$ cat src/rtl/i2s_pkg.sv
// Shared definitions for the I2S capture scheduler: FSM encodings, channel
// indices and default stream widths.
package i2s_pkg;

  typedef enum logic [1:0] {
    ST_IDLE  = 2'd0,
    ST_ARM   = 2'd1,
    ST_RUN   = 2'd2,
    ST_DRAIN = 2'd3
  } state_t;

  localparam int CH_L = 0;
  localparam int CH_R = 1;

  localparam int DEFAULT_DATA_WIDTH = 32;
  localparam int DEFAULT_WORD_BITS  = 32;

  // Tag 0 is the left channel, tag 1 the right channel.
  function automatic logic chan_enabled(input logic [1:0] mask, input logic tag);
    logic en;
    if (tag) begin
      en = mask[CH_R];
    end else begin
      en = mask[CH_L];
    end
    return en;
  endfunction

endpackage

$ cat src/rtl/i2s_clk_gen.sv
// I2S bit clock and word-select generator. Free-running in every state of the
// scheduler; sck_fall pulses in the cycle where sck has just dropped.
module i2s_clk_gen #(
  parameter int SCK_DIV   = 8,
  parameter int WORD_BITS = 32
) (
  input  logic clk,
  input  logic reset,
  output logic sck,
  output logic ws,
  output logic sck_fall
);

  localparam int DIV_W = $clog2(SCK_DIV);
  localparam int BIT_W = $clog2(2 * WORD_BITS);

  logic [DIV_W-1:0] div_cnt_r;
  logic [DIV_W-1:0] div_next_s;
  logic [BIT_W-1:0] bit_cnt_r;
  logic [BIT_W-1:0] bit_next_s;
  logic             wrap_s;
  logic             sck_r;
  logic             ws_r;
  logic             sck_fall_r;

  // Next divider and bit-position values.
  always_comb begin
    wrap_s     = (div_cnt_r == DIV_W'(SCK_DIV - 1));
    div_next_s = div_cnt_r;
    bit_next_s = bit_cnt_r;
    if (wrap_s) begin
      div_next_s = '0;
      if (bit_cnt_r == BIT_W'(2 * WORD_BITS - 1)) begin
        bit_next_s = '0;
      end else begin
        bit_next_s = bit_cnt_r + BIT_W'(1);
      end
    end else begin
      div_next_s = div_cnt_r + DIV_W'(1);
    end
  end

  // sck/ws are registered from the next counter values so they track the counters exactly.
  always_ff @(posedge clk) begin
    if (reset) begin
      div_cnt_r  <= '0;
      bit_cnt_r  <= '0;
      sck_r      <= 1'b0;
      ws_r       <= 1'b0;
      sck_fall_r <= 1'b0;
    end else begin
      div_cnt_r  <= div_next_s;
      bit_cnt_r  <= bit_next_s;
      sck_r      <= (div_next_s >= DIV_W'(SCK_DIV / 2));
      ws_r       <= (bit_next_s >= BIT_W'(WORD_BITS));
      sck_fall_r <= wrap_s;
    end
  end

  assign sck      = sck_r;
  assign ws       = ws_r;
  assign sck_fall = sck_fall_r;

endmodule

$ cat src/rtl/i2s_capture_scheduler.sv
// Arms/stops I2S capture on a left-channel boundary, selects channels and
// packetises receiver beats into FRAME_LEN-sample AXI-stream frames.
module i2s_capture_scheduler
  import i2s_pkg::*;
#(
  parameter int DATA_WIDTH = DEFAULT_DATA_WIDTH,
  parameter int WORD_BITS  = DEFAULT_WORD_BITS,
  parameter int SCK_DIV    = 8,
  parameter int FRAME_LEN  = 256,
  parameter int CNT_WIDTH  = 16
) (
  input  logic                  clk,
  input  logic                  reset,
  input  logic                  cfg_start,
  input  logic                  cfg_stop,
  input  logic [1:0]            cfg_chan_mask,
  output logic                  busy,
  output logic                  overflow,
  output logic [CNT_WIDTH-1:0]  drop_count,
  output logic                  sck,
  output logic                  ws,
  input  logic                  s_tvalid,
  input  logic [DATA_WIDTH-1:0] s_tdata,
  output logic                  s_tready,
  output logic                  m_tvalid,
  output logic [DATA_WIDTH-1:0] m_tdata,
  output logic                  m_tlast,
  input  logic                  m_tready
);

  localparam int SCNT_W = $clog2(FRAME_LEN);

  state_t                state_r;
  state_t                state_s;
  logic [1:0]            mask_r;
  logic                  tag_r;
  logic [SCNT_W-1:0]     sample_cnt_r;
  logic                  m_tvalid_r;
  logic [DATA_WIDTH-1:0] m_tdata_r;
  logic                  m_tlast_r;
  logic                  overflow_r;
  logic [CNT_WIDTH-1:0]  drop_count_r;
  logic                  busy_r;
  logic                  ws_prev_r;

  logic ws_s;
  logic sck_s;
  logic sck_fall_s;
  logic ws_fall_s;
  logic start_s;
  logic active_s;
  logic capture_s;
  logic fwd_s;
  logic out_drain_s;
  logic load_s;
  logic drop_s;
  logic last_s;

  i2s_clk_gen #(
    .SCK_DIV   (SCK_DIV),
    .WORD_BITS (WORD_BITS)
  ) u_clk_gen (
    .clk      (clk),
    .reset    (reset),
    .sck      (sck_s),
    .ws       (ws_s),
    .sck_fall (sck_fall_s)
  );

  // Datapath qualifiers. Once a stop is pending, no new frame may begin after the current one.
  always_comb begin
    ws_fall_s   = sck_fall_s & ws_prev_r & ~ws_s;
    start_s     = cfg_start & ~cfg_stop;
    active_s    = (state_r == ST_RUN) || (state_r == ST_DRAIN);
    capture_s   = (state_r == ST_RUN) ||
                  ((state_r == ST_DRAIN) && (sample_cnt_r != SCNT_W'(0)));
    fwd_s       = capture_s & s_tvalid & chan_enabled(mask_r, tag_r);
    out_drain_s = m_tvalid_r & m_tready;
    load_s      = fwd_s & (~m_tvalid_r | m_tready);
    drop_s      = fwd_s & ~load_s;
    last_s      = (sample_cnt_r == SCNT_W'(FRAME_LEN - 1));
  end

  // Capture sequencing FSM next state.
  always_comb begin
    state_s = state_r;
    case (state_r)
      ST_IDLE: begin
        if (start_s) begin
          state_s = ST_ARM;
        end else begin
          state_s = ST_IDLE;
        end
      end
      ST_ARM: begin
        if (cfg_stop) begin
          state_s = ST_IDLE;
        end else if (ws_fall_s) begin
          state_s = ST_RUN;
        end else begin
          state_s = ST_ARM;
        end
      end
      ST_RUN: begin
        if (cfg_stop && (mask_r == 2'b00)) begin
          state_s = ST_IDLE;
        end else if (cfg_stop) begin
          state_s = ST_DRAIN;
        end else begin
          state_s = ST_RUN;
        end
      end
      ST_DRAIN: begin
        if (out_drain_s && m_tlast_r) begin
          state_s = ST_IDLE;
        end else if (!m_tvalid_r && (sample_cnt_r == SCNT_W'(0))) begin
          state_s = ST_IDLE;
        end else begin
          state_s = ST_DRAIN;
        end
      end
      default: begin
        state_s = ST_IDLE;
      end
    endcase
  end

  // FSM state, arm-time configuration and channel tagging.
  always_ff @(posedge clk) begin
    if (reset) begin
      state_r   <= ST_IDLE;
      busy_r    <= 1'b0;
      mask_r    <= 2'b00;
      tag_r     <= 1'b0;
      ws_prev_r <= 1'b0;
    end else begin
      state_r   <= state_s;
      busy_r    <= (state_s != ST_IDLE);
      ws_prev_r <= ws_s;
      if ((state_r == ST_IDLE) && start_s) begin
        mask_r <= cfg_chan_mask;
      end
      if (state_r == ST_ARM) begin
        tag_r <= 1'b0;
      end else if (active_s && s_tvalid) begin
        tag_r <= ~tag_r;
      end
    end
  end

  // Single-entry output register, frame position and drop accounting.
  always_ff @(posedge clk) begin
    if (reset) begin
      m_tvalid_r   <= 1'b0;
      m_tdata_r    <= '0;
      m_tlast_r    <= 1'b0;
      sample_cnt_r <= '0;
      overflow_r   <= 1'b0;
      drop_count_r <= '0;
    end else begin
      if (load_s) begin
        m_tvalid_r <= 1'b1;
        m_tdata_r  <= s_tdata;
        m_tlast_r  <= last_s;
      end else if (out_drain_s) begin
        m_tvalid_r <= 1'b0;
        m_tlast_r  <= 1'b0;
      end

      if ((state_r == ST_IDLE) && start_s) begin
        sample_cnt_r <= '0;
      end else if (load_s && last_s) begin
        sample_cnt_r <= '0;
      end else if (load_s) begin
        sample_cnt_r <= sample_cnt_r + SCNT_W'(1);
      end

      if ((state_r == ST_IDLE) && start_s) begin
        overflow_r   <= 1'b0;
        drop_count_r <= '0;
      end else if (drop_s) begin
        overflow_r <= 1'b1;
        if (drop_count_r != {CNT_WIDTH{1'b1}}) begin
          drop_count_r <= drop_count_r + CNT_WIDTH'(1);
        end
      end
    end
  end

  assign busy       = busy_r;
  assign overflow   = overflow_r;
  assign drop_count = drop_count_r;
  assign sck        = sck_s;
  assign ws         = ws_s;
  assign s_tready   = 1'b1;
  assign m_tvalid   = m_tvalid_r;
  assign m_tdata    = m_tdata_r;
  assign m_tlast    = m_tlast_r;

endmodule

$ cat config.mk
export PLATFORM = sky130hd
export DESIGN_NAME = i2s_capture_scheduler
export DESIGN_NICKNAME = d
export VERILOG_FILES = /design/src/rtl/i2s_pkg.sv /design/src/rtl/i2s_clk_gen.sv /design/src/rtl/i2s_capture_scheduler.sv
export SDC_FILE = /design/constraint.sdc
export NUM_CORES = 1
export LEC_CHECK = 0
export ABC_AREA = 1
export CAP_MARGIN = 15
export CORE_ASPECT_RATIO = 1.75
export CORE_MARGIN = 2
export CORE_UTILIZATION = 52
export DETAILED_ROUTE_END_ITERATION = 16
export GPL_TIMING_DRIVEN = 0
export PLACE_DENSITY = 0.86
export SYNTH_ARGS = -nofsm -noshare
export SYNTH_HDL_FRONTEND = slang
export SYNTH_SLANG_ARGS = --single-unit
export TNS_END_PERCENT = 50
$ cat constraint.sdc
create_clock -name clk -period 2.8 [get_ports clk]
set_clock_uncertainty 0.15 [all_clocks]
set_input_delay 0.42 -clock clk [delete_from_list [all_inputs] [get_ports clk]]
set_output_delay 0.42 -clock clk [all_outputs]
set_load 0.01 [all_outputs]
==> results.md <==
* Minimum clock period at 1.97 ns
* Syn Inst Count at 464
* Net Switching at 485 µW
* Post-cts sizing count at 0
* Setup CP Type: input port to flop
* Clock-pin slew on the worst setup and hold paths at 0.06 ns
* Max Cap Viol at 0
* Setup violators final at 0
* Combinational Power Share at 0.044
* Result of the run: finished clean
* Synth Area in Simple Gates at 0.305
* Die Y at 111 µm
* Drt via density at 5.08
* Largest stage delay on the critical path at 0.50 ns
* Vias in the first global route at 3399
* Placed Cells at 638
* Initial antenna violation count at 0
* Critical path peak fanout at 10
* DR iter-0 viols at 149
* Mean Syn Cell Area at 7.40 µm²
* Cell family with most CP delay: buffers and inverters
* Placed Instance Area at 4460 µm²
* Skew-Pair Late Insertion Delay at 0.33 ns
* # nets final at 613
* Setup WS pre-CTS at 0.517 ns
* Crit share post-route at 0.704
* Headroom to the max-slew limit at 0.642
* Syn Nets at 510
* Vias at 3320
* Global-route usage over all layers at 0.258
* H-Tree Depth at 3
* Setup Buffers After CTS at 0
* Global-route wire length before repair at 14700 µm
* Largest net degree at the start of global routing at 13
* Switching Share at 0.196
* Slew @ Worst Pin at 0.534 ns
* Layout filler cell count at 503
* RSZ-0062 raised after global routing: no
* Mux contribution to synthesized area at 0
* Async SR Flop Fraction at 0
* WP buf/inv at 2
* Grt total ovfl at 0
* Largest family of logic cells by synthesized area: simple AND/OR/NAND/NOR gates
* Most common cell in the synthesized netlist: nor2_1
* Die area at 7290 µm²
* Dominant cells by area after synthesis: dfxtp_1, nor2_1, nand2_1
* Clock Power Share at 0.509
* CP max-delay cell: clkdlybuf4s50_1
* PortBufs at 92
* Register area share after synthesis at 0.449
* Worst EP required at 2.86 ns
* Pwr Density at 517 nW/µm²
* Non-filler instance count after layout at 654
* Yosys reg bits at 77
* Die extent in x at 65.4 µm
* Internal power at 1990 µW
* Netlist cell types at 31
* Synth Area in Adders at 0.0219
* Cell taking the most area after synthesis: dfxtp_1
* Sequential share of power at 0.447
* Max Slew Vio Count at 0
* Critical path arrival at 2.03 ns
* Initial Util at 0.533
* Design Area, Final at 4780 µm²
* Post-route setup TNS at 0 ns
* Number of flops mapped to enable cells by yosys at 0
* Clock root buffer: clkbuf_16
* DRC violations left at 0
* DP Wirelength at 6480 µm
* GP Congestion at 0.877
* Top post-synthesis cells by count: nor2_1, nand2_1, dfxtp_1
* Antenna viol nets, final at 0
* Post-synth top area share at 0.449
* Hold Fails Final Rpt at 0
* Routed len/inst at 13.0 µm
* Crit path capture type: flop
* Post-synthesis cell area at 3430 µm²
* Ant diodes at 0
* XOR/XNOR Fraction of Synth Area at 0.0485
* Clock tree buffer depth at 2
* Synth-to-layout area growth at 39.3%
* CP Cell Sequence: clkdlybuf4s50_1 -> nand2_2 -> nor3b_4 -> nand4_1 -> buf_4 -> nand2_1 -> a21oi_2
* CTS tree: built
* Top Ports at 95
* Worst setup margin at 0.830 ns
* Hold Buf Count CTS at 0
* Hold Path Class: flop to flop
* Post-Route WL at 8530 µm
* CP startpoint kind: input port
* Rows at 39
* Top_reg_cell synth: dfxtp_1
* TritonCTS buffer count at 9
* Max rail drop VDD at 0.462 mV
* # clock sinks at 77
* Peak Freq at 508 MHz
* Warning count from the yosys run at 0
* Share of post-route cells with drive strength above 1 at 0.0979
* Complex-gate fraction of the synthesized area at 0.104
* Core Region at 6440 µm²
* Leakage at 0.00195 µW
* DRT Pass-1 Iters at 4
## per-stage QoR
| stage | power, µW | util | hold WS [ns] |
|---|---|---|---|
| 6_report | 2480 | 0.743 | 0.281 |
| 5_1_grt | 2560 | 0.743 | 0.299 |
| 4_1_cts | 2490 | 0.743 | 0.283 |
| 3_5_place_dp | 1240 | 0.692 | 0.275 |
| 3_3_place_gp | 1240 | 0.692 | 0.265 |
| 2_1_floorplan | 1170 | - | 0.254 |
## registers in the layout (all words and copies together), names as in the netlist
signal	cells
mask_r	2
drop_count	16
busy	1
ws_prev_r	1
u_clk_gen.div_cnt_r	2
u_clk_gen.ws	1
state_r	2
m_tvalid	1
m_tlast	1
u_clk_gen.bit_cnt_r	6
u_clk_gen.sck_fall	1
m_tdata	32
u_clk_gen.sck	1
tag_r	1
sample_cnt_r	8
overflow	1
## cell type report
cell class              instances  area (µm²)  area share
clock buffers                  12         256      0.0536
repair buffers                 92         921       0.193
well taps                      82         103      0.0214
clock inverters                 4        70.1      0.0146
inverters                      37         139      0.0290
flip-flops and latches         77        1540       0.322
multi-input cells             333        1650       0.345
plain buffers                  17         103      0.0214
## worst paths after layout
kind,startpoint,end,slack [ns],cells past startpoint
setup / recovery,s_tvalid,drop_count[13],0.83,7
hold / removal,u_clk_gen.div_cnt_r[0],u_clk_gen.div_cnt_r[0],0.28,1
setup reg to reg,sample_cnt_r[0],drop_count[13],0.88,9
hold reg to reg,u_clk_gen.div_cnt_r[0],u_clk_gen.div_cnt_r[0],0.28,1
## worst reg2reg max path, delay by kind of cell (launching register included)
family                     cells  cell delay [ns]
AOI/OAI and AO/OA              1             0.06
adders and majority gates      1             0.19
buffers and inverters          3             0.42
and+or+nand+nor                4             0.60
DFF                            1             0.38
## power by group through the flow
stage / Sequential [µW] / Clock [µW] / Combinational [µW]
final: 1110 / 1260 / 108
after CTS: 1110 / 1280 / 107
after global routing: 1110 / 1330 / 120
after detailed placement: 1130 / 0 / 107
after floorplan: 1130 / 0 / 36.1
after global placement: 1130 / 0 / 105
## metal layers
layer	wire length, µm	share of wire	vias to the layer above	GRT usage
met5	0	0	-	0
met4	269	0.032	0	0.139
met3	541	0.063	23	0.0707
met2	4710	0.55	107	0.475
met1	3010	0.35	1517	0.249
li1	-	-	1673	-
## layout by cell type, fill, tap and decap left out, drive strengths merged
cell / count
nand3: 19
ha: 6
nand2: 99
and2: 1
a31oi: 1
clkinv: 2
bufinv: 2
nor2: 106
a21oi: 25
inv: 37
clkdlybuf4s50: 92
clkbuf: 17
nand3b: 1
buf: 12
o21ai: 37
nor3b: 3
xnor2: 5
nor3: 6
nand4: 8
a21boi: 1
xor2: 14
dfxtp: 77
conb: 1
## logic make-up (layout without fill, tap and decap cells)
| logic type | count (synthesis) | after routing |
|---|---|---|
| DFF | 77 | 77 |
| AOI/OAI and AO/OA | 64 | 64 |
| xor gates and xnor gates | 19 | 19 |
| other | 1 | 1 |
| adders and majority gates | 6 | 6 |
| and+or+nand+nor | 243 | 243 |
| buffers and inverters | 54 | 162 |
Power figures use the tool's default switching activity.
